`src/rtl/vga_pattern_pkg.sv`:
```
// Shared types and constants for the VGA test-pattern generator.
package vga_pattern_pkg;

  typedef enum logic [2:0] {
    MODE_BARS  = 3'd0,
    MODE_CHECK = 3'd1,
    MODE_GRID  = 3'd2,
    MODE_GRAD  = 3'd3,
    MODE_BOX   = 3'd4
  } mode_t;

  // {R,G,B} enables per bar, entry 0 is the leftmost (white) bar.
  localparam logic [7:0][2:0] BAR_RGB_EN = {
    3'b000, 3'b001, 3'b100, 3'b101, 3'b010, 3'b011, 3'b110, 3'b111
  };

endpackage

```
`src/rtl/vga_box_tracker.sv`:
```
// Bouncing-box position/direction state; steps once per frame end while enabled.
module vga_box_tracker
  import vga_pattern_pkg::*;
#(
  parameter int H_ACTIVE = 640,
  parameter int V_ACTIVE = 480,
  parameter int COL_W    = 10,
  parameter int ROW_W    = 10,
  parameter int BOX_SIZE = 32,
  parameter int BOX_STEP = 4
) (
  input  logic             clk,
  input  logic             reset_n,
  input  logic             fe,
  input  logic             enable,
  output logic [COL_W-1:0] box_x,
  output logic [ROW_W-1:0] box_y
);

  localparam logic [COL_W:0] X_MAX  = (COL_W+1)'(H_ACTIVE - BOX_SIZE);
  localparam logic [COL_W:0] X_STEP = (COL_W+1)'(BOX_STEP);
  localparam logic [ROW_W:0] Y_MAX  = (ROW_W+1)'(V_ACTIVE - BOX_SIZE);
  localparam logic [ROW_W:0] Y_STEP = (ROW_W+1)'(BOX_STEP);

  logic [COL_W-1:0] box_x_q, box_x_d;
  logic [ROW_W-1:0] box_y_q, box_y_d;
  logic             dir_x_neg_q, dir_x_neg_d;
  logic             dir_y_neg_q, dir_y_neg_d;
  logic [COL_W:0]   x_ext_s;
  logic [ROW_W:0]   y_ext_s;

  assign x_ext_s = {1'b0, box_x_q};
  assign y_ext_s = {1'b0, box_y_q};

  // Next position: clamp to the wall and reverse when the next step would reach it.
  always_comb begin
    box_x_d     = box_x_q;
    box_y_d     = box_y_q;
    dir_x_neg_d = dir_x_neg_q;
    dir_y_neg_d = dir_y_neg_q;
    if (fe && enable) begin
      if (!dir_x_neg_q) begin
        if (x_ext_s + X_STEP >= X_MAX) begin
          box_x_d     = X_MAX[COL_W-1:0];
          dir_x_neg_d = 1'b1;
        end else begin
          box_x_d = box_x_q + X_STEP[COL_W-1:0];
        end
      end else begin
        if (x_ext_s <= X_STEP) begin
          box_x_d     = {COL_W{1'b0}};
          dir_x_neg_d = 1'b0;
        end else begin
          box_x_d = box_x_q - X_STEP[COL_W-1:0];
        end
      end
      if (!dir_y_neg_q) begin
        if (y_ext_s + Y_STEP >= Y_MAX) begin
          box_y_d     = Y_MAX[ROW_W-1:0];
          dir_y_neg_d = 1'b1;
        end else begin
          box_y_d = box_y_q + Y_STEP[ROW_W-1:0];
        end
      end else begin
        if (y_ext_s <= Y_STEP) begin
          box_y_d     = {ROW_W{1'b0}};
          dir_y_neg_d = 1'b0;
        end else begin
          box_y_d = box_y_q - Y_STEP[ROW_W-1:0];
        end
      end
    end else begin
      box_x_d = box_x_q;
      box_y_d = box_y_q;
    end
  end

  // Box state register with synchronous active-low reset.
  always_ff @(posedge clk) begin
    if (!reset_n) begin
      box_x_q     <= {COL_W{1'b0}};
      box_y_q     <= {ROW_W{1'b0}};
      dir_x_neg_q <= 1'b0;
      dir_y_neg_q <= 1'b0;
    end else begin
      box_x_q     <= box_x_d;
      box_y_q     <= box_y_d;
      dir_x_neg_q <= dir_x_neg_d;
      dir_y_neg_q <= dir_y_neg_d;
    end
  end

  assign box_x = box_x_q;
  assign box_y = box_y_q;

endmodule

```
`src/rtl/vga_pattern_gen.sv`:
```
// Multi-mode VGA test-pattern generator: per-mode colour mux into a registered
// output stage; mode and box state change only at the frame-end pixel.
module vga_pattern_gen
  import vga_pattern_pkg::*;
#(
  parameter int H_ACTIVE  = 640,
  parameter int V_ACTIVE  = 480,
  parameter int COL_W     = 10,
  parameter int ROW_W     = 10,
  parameter int COLOR_W   = 8,
  parameter int CELL_LOG2 = 5,
  parameter int BOX_SIZE  = 32,
  parameter int BOX_STEP  = 4,
  parameter int BG_LEVEL  = 32
) (
  input  logic               clk,
  input  logic               reset_n,
  input  logic [2:0]         mode_sel,
  input  logic [ROW_W-1:0]   row,
  input  logic [COL_W-1:0]   col,
  input  logic               blank,
  output logic [COLOR_W-1:0] vga_r,
  output logic [COLOR_W-1:0] vga_g,
  output logic [COLOR_W-1:0] vga_b,
  output logic               blank_out,
  output logic [2:0]         mode_active,
  output logic [15:0]        frame_count
);

  localparam logic [COLOR_W-1:0] FULL     = {COLOR_W{1'b1}};
  localparam logic [COLOR_W-1:0] BG       = COLOR_W'(BG_LEVEL);
  localparam logic [COLOR_W-1:0] ZERO     = {COLOR_W{1'b0}};
  localparam logic [COL_W-1:0]   BAR_W    = COL_W'(H_ACTIVE / 8);
  localparam logic [COL_W-1:0]   LAST_COL = COL_W'(H_ACTIVE - 1);
  localparam logic [ROW_W-1:0]   LAST_ROW = ROW_W'(V_ACTIVE - 1);
  localparam logic [ROW_W-1:0]   HALF_ROW = ROW_W'(V_ACTIVE / 2);
  localparam logic [COL_W:0]     BOX_X_SZ = (COL_W+1)'(BOX_SIZE);
  localparam logic [ROW_W:0]     BOX_Y_SZ = (ROW_W+1)'(BOX_SIZE);

  logic [COLOR_W-1:0] vga_r_q, vga_r_d, vga_g_q, vga_g_d, vga_b_q, vga_b_d;
  logic               blank_out_q, blank_out_d;
  logic [2:0]         mode_active_q, mode_active_d;
  logic [15:0]        frame_count_q, frame_count_d;

  logic               fe_s;
  logic [COL_W-1:0]   box_x_s;
  logic [ROW_W-1:0]   box_y_s;
  logic [COL_W-1:0]   bar_div_s;
  logic [2:0]         bar_idx_s;
  logic [2:0]         bar_en_s;
  logic [COLOR_W-1:0] off_lvl_s;
  logic [COLOR_W-1:0] mono_s;
  logic               in_box_s;

  assign fe_s      = !blank && (row == LAST_ROW) && (col == LAST_COL);
  assign bar_div_s = col / BAR_W;
  assign bar_idx_s = (bar_div_s > COL_W'(7)) ? 3'd7 : bar_div_s[2:0];
  assign bar_en_s  = BAR_RGB_EN[bar_idx_s];
  assign off_lvl_s = (row < HALF_ROW) ? BG : ZERO;
  assign in_box_s  = ({1'b0, col} >= {1'b0, box_x_s}) &&
                     ({1'b0, col} <  {1'b0, box_x_s} + BOX_X_SZ) &&
                     ({1'b0, row} >= {1'b0, box_y_s}) &&
                     ({1'b0, row} <  {1'b0, box_y_s} + BOX_Y_SZ);

  vga_box_tracker #(
    .H_ACTIVE (H_ACTIVE),
    .V_ACTIVE (V_ACTIVE),
    .COL_W    (COL_W),
    .ROW_W    (ROW_W),
    .BOX_SIZE (BOX_SIZE),
    .BOX_STEP (BOX_STEP)
  ) u_box (
    .clk     (clk),
    .reset_n (reset_n),
    .fe      (fe_s),
    .enable  (mode_active_q == MODE_BOX),
    .box_x   (box_x_s),
    .box_y   (box_y_s)
  );

  // Per-mode pixel colour for the current input pixel.
  always_comb begin
    mono_s  = ZERO;
    vga_r_d = BG;
    vga_g_d = BG;
    vga_b_d = BG;
    if (blank) begin
      vga_r_d = ZERO;
      vga_g_d = ZERO;
      vga_b_d = ZERO;
    end else begin
      case (mode_active_q)
        MODE_BARS: begin
          vga_r_d = bar_en_s[2] ? FULL : off_lvl_s;
          vga_g_d = bar_en_s[1] ? FULL : off_lvl_s;
          vga_b_d = bar_en_s[0] ? FULL : off_lvl_s;
        end
        MODE_CHECK: begin
          mono_s  = (row[CELL_LOG2] ^ col[CELL_LOG2]) ? FULL : ZERO;
          vga_r_d = mono_s;
          vga_g_d = mono_s;
          vga_b_d = mono_s;
        end
        MODE_GRID: begin
          mono_s  = ((row[CELL_LOG2-1:0] == {CELL_LOG2{1'b0}}) ||
                     (col[CELL_LOG2-1:0] == {CELL_LOG2{1'b0}}) ||
                     (row == LAST_ROW) || (col == LAST_COL)) ? FULL : ZERO;
          vga_r_d = mono_s;
          vga_g_d = mono_s;
          vga_b_d = mono_s;
        end
        MODE_GRAD: begin
          vga_r_d = col[COL_W-1 -: COLOR_W];
          vga_g_d = row[ROW_W-1 -: COLOR_W];
          vga_b_d = FULL - col[COL_W-1 -: COLOR_W];
        end
        MODE_BOX: begin
          mono_s  = in_box_s ? FULL : BG;
          vga_r_d = mono_s;
          vga_g_d = mono_s;
          vga_b_d = mono_s;
        end
        default: begin
          vga_r_d = BG;
          vga_g_d = BG;
          vga_b_d = BG;
        end
      endcase
    end
  end

  // Frame-boundary state: the mode latch and frame counter advance only on fe.
  always_comb begin
    blank_out_d = blank;
    if (fe_s) begin
      mode_active_d = mode_sel;
      frame_count_d = frame_count_q + 16'd1;
    end else begin
      mode_active_d = mode_active_q;
      frame_count_d = frame_count_q;
    end
  end

  // Output and control registers with synchronous active-low reset.
  always_ff @(posedge clk) begin
    if (!reset_n) begin
      vga_r_q       <= ZERO;
      vga_g_q       <= ZERO;
      vga_b_q       <= ZERO;
      blank_out_q   <= 1'b1;
      mode_active_q <= 3'd0;
      frame_count_q <= 16'd0;
    end else begin
      vga_r_q       <= vga_r_d;
      vga_g_q       <= vga_g_d;
      vga_b_q       <= vga_b_d;
      blank_out_q   <= blank_out_d;
      mode_active_q <= mode_active_d;
      frame_count_q <= frame_count_d;
    end
  end

  assign vga_r       = vga_r_q;
  assign vga_g       = vga_g_q;
  assign vga_b       = vga_b_q;
  assign blank_out   = blank_out_q;
  assign mode_active = mode_active_q;
  assign frame_count = frame_count_q;

endmodule

```
`config.mk`:
```
export PLATFORM = sky130hd
export DESIGN_NAME = vga_pattern_gen
export DESIGN_NICKNAME = d
export VERILOG_FILES = /design/src/rtl/vga_pattern_pkg.sv /design/src/rtl/vga_box_tracker.sv /design/src/rtl/vga_pattern_gen.sv
export SDC_FILE = /design/constraint.sdc
export NUM_CORES = 1
export LEC_CHECK = 0
export ABC_AREA = 1
export CAP_MARGIN = 5
export CORE_MARGIN = 2
export CORE_UTILIZATION = 50
export CTS_CLUSTER_SIZE = 20
export DETAILED_ROUTE_END_ITERATION = 8
export GPL_ROUTABILITY_DRIVEN = 1
export HOLD_SLACK_MARGIN = 0.06
export PLACE_DENSITY = 0.78
export SETUP_SLACK_MARGIN = 0.15
export SKIP_CTS_REPAIR_TIMING = 1
export SLEW_MARGIN = 20
export SYNTH_ARGS = -nofsm -noshare
export SYNTH_HDL_FRONTEND = slang
export SYNTH_SLANG_ARGS = --single-unit
```
`constraint.sdc`:
```
create_clock -name clk -period 2.08 [get_ports clk]
set_clock_uncertainty 0.1 [all_clocks]
set_input_delay 0.312 -clock clk [delete_from_list [all_inputs] [get_ports clk]]
set_output_delay 0.312 -clock clk [all_outputs]
set_load 0.005 [all_outputs]
```
==> qor.csv <==
metric,value,unit
status,"finished, violations left",
violations,setup timing,
critical_path_class,reg -> reg,
setup_viol,21,
grt_setup_unrepaired,true,
remaining_drc_errors,0,
max_cap_violations,0,
syn_to_final_growth,45.9,%
dp_hpwl,10.7,mm
p_leak,3.27,nW
required,2.22,ns
fin_nets,924,
fp.dieArea,9930,sq um
worst_path_max_delay_cell,dfxtp_4,
endpoint_kind,flip-flop,
vias,5282,
clkSinkCount,62,
fp.dieW,99.7,um
rr_startpoint,u_box.box_y[6],
yosys_warnings,0,
drt_iter0_drc,337,
synth_top_area_share,27.1,%
synth_area_leaders,"dfxtp_1, nand2_1, ha_1, nor2_1, inv_1",
n_antenna_cell,0,
slowest_delay,0.38,ns
cts.path.max_buffers,2,
dp.cells,951,
start_util,52.0,%
vdd_drop_max,0.406,mV
hold_viol,0,
insertion_delay,0.35,ns
io-pin-count,70,
ys_seq_elements,62,
clk_pin_slew,0.08,ns
root_buffer,clkbuf_8,
worstReg2RegEnd,vga_b[2],
path_max_fanout,5,
cp_cell_sequence,ha_4 > nand2_4 > buf_4 > nand2_1 > ha_1 > nand2_1 > inv_2 > nand3_2 > nor3_4 > nor2_4 > nand3_4 > clkbuf_16 > nand3_1 > nor2_1 > nor2_1,
ant_nets,0,
path_delay_family,simple AND/OR/NAND/NOR gates,
finalCritPeriodShare,110,%
ys_seq_area_share,27.1,%
crit_buf_inv,3,
cp-start-kind,flip-flop,
arrival,2.42,ns
syn-instance-count,705,
grt_max_degree,22,
rows,34,
layout_common_cells,"nand2_1, buf_4, inv_1, nor2_1, clkdlybuf4s50_1",
synth.distinct_cells,38,
min_from,row[3],
overflow,0,
cts_tree,yes,
die_y,99.7,um
synth_area_leader_cell,dfxtp_1,
routed_via_density,5.42,
synth_nets,768,
reg2regPathDepth,15,
final_cells,974,
r2r_slack,-0.20,ns
whs_path_depth,5,
gp_congestion,0.966,
total_power,2.88,mW
hp-class,in -> reg,
relSlewSlack,73.5,%
antenna_found_initial,0,
avgSynthCellArea,6.49,sq um
htree_levels,3,
dr.pass1.iters,5,
layout_commonest_cell,nand2_1,
power.density,432,nW/um^2
grt_pass1_wl,22.3,mm
final_util,75.8,%
cts_made_buffers,9,
drive_above_1_share,22.4,%
fin_ws,-0.201,ns
grt_pass1_vias,4970,
finalMaxSlewViolations,0,
routed_wl,14.2,mm
port_buffers,69,
wl_per_cell,14.6,um
whs_endpoint,vga_g[1],
fmax,438,MHz
track_usage,27.4,%
worst_pin_slew,0.395,ns
min_period,2.28,ns
netlist_area,4580,sq um
core,8810,sq um
[worst min-delay path: stages]
cell and delay (ns):
dlymetal6s2s_1 0.18, nand2_1 0.08, nand4_1 0.08, nand2_1 0.05, inv_1 0.04
[flip-flops by register name, summed over array words and instances, names as in the netlist, 3 cells and up]
name,count
mode_active,3
u_box.box_x,8
frame_count,16
vga_b,8
u_box.box_y,8
vga_r,8
vga_g,8
[worst max-delay path by stage]
stage | from | endpoint | slack (ns) | cells after the start
final | u_box.box_y[6] | vga_b[2] | -0.20 | 15
after global routing | u_box.box_y[8] | vga_b[2] | -0.37 | 14
after CTS | u_box.box_y[7] | vga_r[2] | -0.23 | 13
after detailed placement | col[6] | vga_r[2] | -0.40 | 14
after global placement | col[6] | u_box.box_x[8] | -0.38 | 9
after floorplan | u_box.box_y[6] | vga_r[0] | 0.01 | 14
[through the flow]
stage	instance area [sq um]	hold slack, ns	setup TNS, ns	setup WS (ns)
finish	6670	0.310	-2.86	-0.201
global route	6670	0.391	-6.24	-0.374
CTS	6330	0.399	-3.99	-0.225
detailed placement	6110	0.376	-16.56	-0.397
global placement	6110	0.376	-15.46	-0.378
floorplan	4740	0.347	0	0.0104
[cell families (layout without fill, tap and decap cells)]
logic type	after synthesis	in the layout	synth area share (%)
compound gates	95	95	11.3
xor+xnor	30	30	5.74
fa+ha+maj	37	37	10.1
buf+inv	111	272	9.71
flops	62	62	27.1
simple gates	370	370	36.0
[per-layer routing]
metal / share of wire [%] / global-route usage [%] / vias to the layer above
met5: 0 / 0 / -
met4: 2.7 / 8.75 / 0
met3: 5.6 / 3.65 / 39
met2: 50 / 49.4 / 192
met1: 42 / 33.7 / 2440
li1: - / - / 2611
[area by class of cell]
class	count	area, sq um
multi-input combinational	532	3190
fill	680	2130
timing repair buffer	162	1490
sequential	62	1260
inverter	94	372
clock buffer	10	149
tap	108	135
clock inverter	6	72.6
[Yosys cell counts (all sizes together)]
master	number
nand2	169
inv	90
nor2	88
dfxtp	62
nand3	55
a21oi	46
ha	37
o21ai	35
nand4	24
xor2	23
nor3	21
clkbuf	11
xnor2	7
buf	6
a31oi	4
clkinv	4
nand3b	4
nor4	4
a21o	3
or2	3
nor3b	2
o22ai	2
a211oi	1
a41oi	1
o2111ai	1
o211ai	1
o21a	1
[power by group]
part,switching (mW),internal (mW),total (mW)
logic,0.234,0.212,0.447
registers,0.00560,1.21,1.21
clock network,0.585,0.642,1.23
Power figures use the tool's default switching activity.
